==> src/rtl/cfglut6_loader.sv <==
// cfglut6_loader: run-time reconfigurable 6-input LUT with a serial config writer.
// A 64-bit truth table is accepted over a valid/ready handshake and shifted
// MSB first into the config shift register, SHIFT_WIDTH bits per clock. The
// top SHIFT_WIDTH bits of that register leave on CDO for daisy-chaining.
// Optional feature macro: CFGLUT_SHADOW_EN. When defined, O evaluates from a
// shadow register that is updated atomically at COMMIT. When undefined, O
// evaluates from the live shift register, as CFGLUT hardware does.
module cfglut6_loader #(
  parameter logic [63:0] INIT        = 64'h0000000000000000,
  parameter int          SHIFT_WIDTH = 1
) (
  input  logic                   CLK,
  input  logic                   RST_N,
  input  logic                   I0,
  input  logic                   I1,
  input  logic                   I2,
  input  logic                   I3,
  input  logic                   I4,
  input  logic                   I5,
  output logic                   O,
  input  logic                   CFG_VALID,
  output logic                   CFG_READY,
  input  logic [63:0]            CFG_DATA,
  output logic                   CFG_BUSY,
  output logic                   CFG_DONE,
  output logic [SHIFT_WIDTH-1:0] CDO
);

  localparam int W     = SHIFT_WIDTH;
  localparam int N     = 64 / W;
  localparam int CNT_W = $clog2(N);

  // Reject unsupported shift widths while the design elaborates.
  if (!(W == 1 || W == 2 || W == 4 || W == 8)) begin : g_bad_width
    $error("cfglut6_loader: SHIFT_WIDTH must be 1, 2, 4 or 8");
  end

  typedef enum logic [1:0] {
    IDLE   = 2'd0,
    SHIFT  = 2'd1,
    COMMIT = 2'd2
  } state_t;

  state_t           state;
  state_t           state_next;
  logic [63:0]      lb;         // load buffer, drained MSB first
  logic [63:0]      csr;        // config shift register
  logic [63:0]      eval_cfg;   // table that O evaluates
  logic [CNT_W-1:0] cnt;        // groups shifted so far in this load
  logic [5:0]       idx;
  logic             accept;
  logic             last_shift;

  assign accept     = CFG_VALID && (state == IDLE);
  assign last_shift = (cnt == CNT_W'(N - 1));

  // State register.
  always_ff @(posedge CLK or negedge RST_N) begin
    if (!RST_N) begin
      state <= IDLE;
    end else begin
      // NOTE: state elements use non-blocking assignment so every flop samples
      // pre-edge values, regardless of the order in which blocks evaluate.
      state <= state_next;
    end
  end

  // Next-state logic: IDLE -> SHIFT on handshake, N shifts, one COMMIT cycle.
  always_comb begin
    // NOTE: the default assignment comes first, so no path through the case
    // leaves state_next unassigned and no latch is inferred.
    state_next = state;
    case (state)
      IDLE:    if (accept)     state_next = SHIFT;
      SHIFT:   if (last_shift) state_next = COMMIT;
      COMMIT:                  state_next = IDLE;
      default:                 state_next = IDLE;
    endcase
  end

  // Load buffer, group counter and config shift register.
  always_ff @(posedge CLK or negedge RST_N) begin
    if (!RST_N) begin
      // NOTE: the whole config register is reset to INIT. This is a flop bank,
      // not a RAM, so an asynchronous reset value is cheap and it makes an
      // aborted load revert O immediately.
      lb  <= '0;
      cnt <= '0;
      csr <= INIT;
    end else if (accept) begin
      lb  <= CFG_DATA;
      cnt <= '0;
    end else if (state == SHIFT) begin
      csr <= {csr[63-W:0], lb[63 -: W]};
      lb  <= lb << W;
      cnt <= cnt + 1'b1;
    end
  end

  // One-cycle completion pulse, high in the cycle after the COMMIT edge.
  always_ff @(posedge CLK or negedge RST_N) begin
    if (!RST_N) begin
      CFG_DONE <= 1'b0;
    end else begin
      CFG_DONE <= (state == COMMIT);
    end
  end

`ifdef CFGLUT_SHADOW_EN
  logic [63:0] act;

  // Shadow table: the fully shifted table becomes visible only at COMMIT.
  always_ff @(posedge CLK or negedge RST_N) begin
    if (!RST_N) begin
      act <= INIT;
    end else if (state == COMMIT) begin
      act <= csr;
    end
  end

  assign eval_cfg = act;
`else
  assign eval_cfg = csr;
`endif

  assign idx       = {I5, I4, I3, I2, I1, I0};
  assign O         = eval_cfg[idx];
  assign CFG_READY = (state == IDLE);
  assign CFG_BUSY  = (state == SHIFT) || (state == COMMIT);
  assign CDO       = csr[63 -: W];

endmodule
==> config.mk <==
export PLATFORM = sky130hd
export DESIGN_NAME = cfglut6_loader
export DESIGN_NICKNAME = d
export VERILOG_FILES = /design/src/rtl/cfglut6_loader.sv
export SDC_FILE = /design/constraint.sdc
export NUM_CORES = 1
export LEC_CHECK = 0
export ABC_AREA = 1
export CELL_PAD_IN_SITES_DETAIL_PLACEMENT = 0
export CELL_PAD_IN_SITES_GLOBAL_PLACEMENT = 1
export CORE_ASPECT_RATIO = 1.2
export CORE_MARGIN = 1
export CORE_UTILIZATION = 42
export CTS_CLUSTER_SIZE = 40
export DETAILED_ROUTE_END_ITERATION = 10
export PLACE_DENSITY = 0.79
export SLEW_MARGIN = 5
export SYNTH_ARGS = -nofsm -noshare
export SYNTH_HDL_FRONTEND = slang
export SYNTH_SLANG_ARGS = --single-unit
==> constraint.sdc <==
create_clock -name CLK -period 1.9 [get_ports CLK]
set_input_delay 0.38 -clock CLK [delete_from_list [all_inputs] [get_ports CLK]]
set_output_delay 0.38 -clock CLK [all_outputs]
set_load 0.1 [all_outputs]
==> results of run 1 <==
## cells in the mapped netlist, types with 6 or more instances
cell type and instances:
o311ai_0 8, o311ai_1 22, nand3_1 117, buf_6 6, clkbuf_1 19, o211ai_1 30, nand2_1 216, a21oi_1 7
o21ai_0 69, nor2_1 8, buf_2 24, dfrtp_1 137, inv_1 74
## where the power goes
| part | switching (mW) | internal, mW | total (mW) |
|---|---|---|---|
| Sequential | 0.436 | 3.83 | 4.27 |
| Combinational | 2.38 | 1.49 | 3.87 |
| Clock | 1.21 | 2.14 | 3.35 |
| Total | 4.03 | 7.46 | 11.5 |
## logic make-up (layout without fill, tap and decap cells)
kind of cell / count (synthesis) / after routing / share of synthesized area
buffers and inverters: 135 / 234 / 0.09681
AO/OA/AOI/OAI: 138 / 138 / 0.1366
flip-flops: 137 / 137 / 0.5295
AND/OR/NAND/NOR: 348 / 348 / 0.2274
adder cells (fa/ha/maj): 5 / 5 / 0.009662
## layout make-up
type,instances,area [sq um]
flip-flops and latches,137,3428
clock inverters,6,85.08
repair buffers,121,1296
well taps,204,255.2
repair inverters,2,23.77
multi-input cells,491,2442
inverters,79,316.6
clock buffers,26,519.2
fillers,1422,6654
## registers in the layout, indices dropped and copies added, names as in the netlist
| register | flops |
|---|---|
| csr | 64 |
| lb | 64 |
| cnt | 6 |
| state | 2 |
| CFG_DONE | 1 |
## worst max-delay path by stage
| stage | endpoint | cells after the start |
|---|---|---|
| after floorplan | O | 8 |
| after global placement | O | 11 |
| after detailed placement | O | 11 |
| after CTS | O | 9 |
| after global routing | O | 9 |
| final | O | 9 |
## per-layer routing
metal | vias to the layer above | track usage | part of all wire
li1 | 2709 | - | -
met1 | 2630 | 0.2663 | 0.44
met2 | 116 | 0.3479 | 0.50
met3 | 18 | 0.04691 | 0.042
met4 | 0 | 0.07724 | 0.016
met5 | - | 0 | 0
## critical path, cell delays in order (launching register included)
cell	delay [ps]
dfrtp_1	400
nand2_1	80
nand3_1	70
nand3_1	90
nand2_1	50
nand2_1	70
nand3_2	80
nand3_2	70
nand2_2	60
buf_12	160
## what timing repair did
item / in CTS / in global routing
endpoints found under the hold margin: 41 / 0
hold buffers: 1 / 0
cloned: 3 / 0
resized for setup: 18 / 3
setup buffers: 18 / 0
pin swaps: 17 / 12
endpoints found under the setup margin: 1 / 1
## through the flow
stage	hold WS, ps	instances
global placement	336.8	1012
floorplan	84.41	763
global route	487.6	1066
detailed placement	336.9	1012
CTS	459.3	1066
finish	455.9	1066
==> metrics.md, run 1 <==
| Metric | Value |
|---|---|
| Post-layout util | 0.5570 |
| Drt pass-1 iters | 5 |
| Worst Setup Start Kind | flip-flop |
| Post-place instance area | 0.007533 sq mm |
| Root buffer cell | clkbuf_16 |
| Vias in the first global route | 5707 |
| Vias | 5473 |
| Post-Syn Area | 0.006475 sq mm |
| Total gr overflow | 0 |
| IO Port Bufs | 77 |
| H-tree lvl count | 4 |
| Unrepaired setup endpoints after global routing | yes |
| R2R Path Start | state[1] |
| Least-Margin Pin Slew | 433.2 ps |
| DIE AREA | 0.01592 sq mm |
| Placement Setup Slack | -484.1 ps |
| Period Utilization, post-route | 1.022 |
| HP Class | in2async |
| Async SR Flop Fraction | 1.000 |
| Number of flops mapped to enable cells by yosys | 0 |
| Clock-pin transition on the worst setup and hold timing paths | 60 ps |
| Remaining antenna violation count | 0 |
| Avg Inst Size Synth | 8.486 sq um |
| Overall power | 11.49 mW |
| Synth-to-Final Area Change | 29.22% |
| Yosys reg bits | 137 |
| Die Wd | 115.3 microns |
| WS Path Type | reg2out |
| Top_reg_cell synth | dfrtp_1 |
| Status | finished with violations |
| Antenna cells | 0 |
| TNS Setup | -41.72 ps |
| CTS tree | yes |
| Pwr per Cell Area | 1373 mW/mm^2 |
| GRT Util Overall | 0.2101 |
| Final Hold Violating Endpoints | 0 |
| Clock buffer count from CTS | 17 |
| Commonest non-fill, non-tap cells in the layout | 215 x nand2_1, 137 x dfrtp_1, 114 x nand3_1, 74 x inv_1, 69 x o21ai_0 |
| Sink Count | 137 |
| # nets final | 927 |
| IO Count | 78 |
| 1st-iter DRT viols | 268 |
| Setup ws final | -41.72 ps |
| Critical R2R Capture | cnt[5] |
| Syn. warnings | 0 |
| Ranking of synthesized cells by area | dfrtp_1 53%, nand2_1 13%, nand3_1 9.0% |
| DRC viols | 0 |
| Worst r2r path cells | 9 |
| Final setup viols | 1 |
| Cell count after synthesis | 763 |
| Initial antenna violation count | 0 |
| Critical Path Source | csr[20] |
| CP endpoint kind | output pin |
| Slew margin rel. | 0.7112 |
| Worst VDD drop | 0.6761 mV |
| Max Cap Viol | 0 |
| Sequential area share after synthesis | 0.5295 |
| Area share of the largest cell type after synthesis | 0.5295 |
| Gpl congestion | 0.7499 |
| Pin count of the biggest net entering global routing | 68 |
| First-pass GRT wire length | 26570 microns |
| Die height | 138.0 microns |
| Syn_nets | 841 |
| WP data arrival | 1560 ps |
| Commonest non-fill, non-tap cell in the layout | nand2_1 |
| Yosys cell types | 26 |
| DR WL/cell | 14.43 microns |
| Clk_lat worst skew | 420 ps |
| Drt total wl | 15380 microns |
| Avg Vias per Cell | 5.134 |
| Fin area | 0.008367 sq mm |
| Row count | 49 |
| Crit Path Max Fanout | 3 |
| Starting density of the core | 0.4311 |
| Core Region | 0.01502 sq mm |
| Failing checks | negative setup slack |
| Min Clock Period, post-route | 1942 ps |
| Cell accounting for the most synthesized area | dfrtp_1 |
| Slew Limit Fails | 0 |
| Lkg Pwr | 3.692 nW |
| Max Root-Sink Buffers | 2 |
| HPWL Detailed | 9767 microns |
| Achievable Freq | 515.0 MHz |
| Layout cells sized above 1 | 0.1137 |
| Reg2reg setup slack | 260 ps |
| Clock skew | 7.316 ps |
| WP data required | 1520 ps |
No activity file was read; power rests on OpenSTA's default activity.
==> inputs of run 2 (changes only) <==
--- a/config.mk
+++ b/config.mk
@@ -14,7 +14,7 @@
 export CTS_CLUSTER_SIZE = 40
 export DETAILED_ROUTE_END_ITERATION = 10
 export PLACE_DENSITY = 0.79
-export SLEW_MARGIN = 5
+export SLEW_MARGIN = 40
 export SYNTH_ARGS = -nofsm -noshare
 export SYNTH_HDL_FRONTEND = slang
 export SYNTH_SLANG_ARGS = --single-unit
==> results of run 2 <==
No change in the layout: final DEF, timing and power equal those of run 1.
==> inputs of run 3 (changes only) <==
--- a/config.mk
+++ b/config.mk
@@ -6,6 +6,7 @@
 export NUM_CORES = 1
 export LEC_CHECK = 0
 export ABC_AREA = 1
+export CAP_MARGIN = 20
 export CELL_PAD_IN_SITES_DETAIL_PLACEMENT = 0
 export CELL_PAD_IN_SITES_GLOBAL_PLACEMENT = 1
 export CORE_ASPECT_RATIO = 1.2
==> results of run 3 <==
No change in the layout: final DEF, timing and power equal those of run 1.
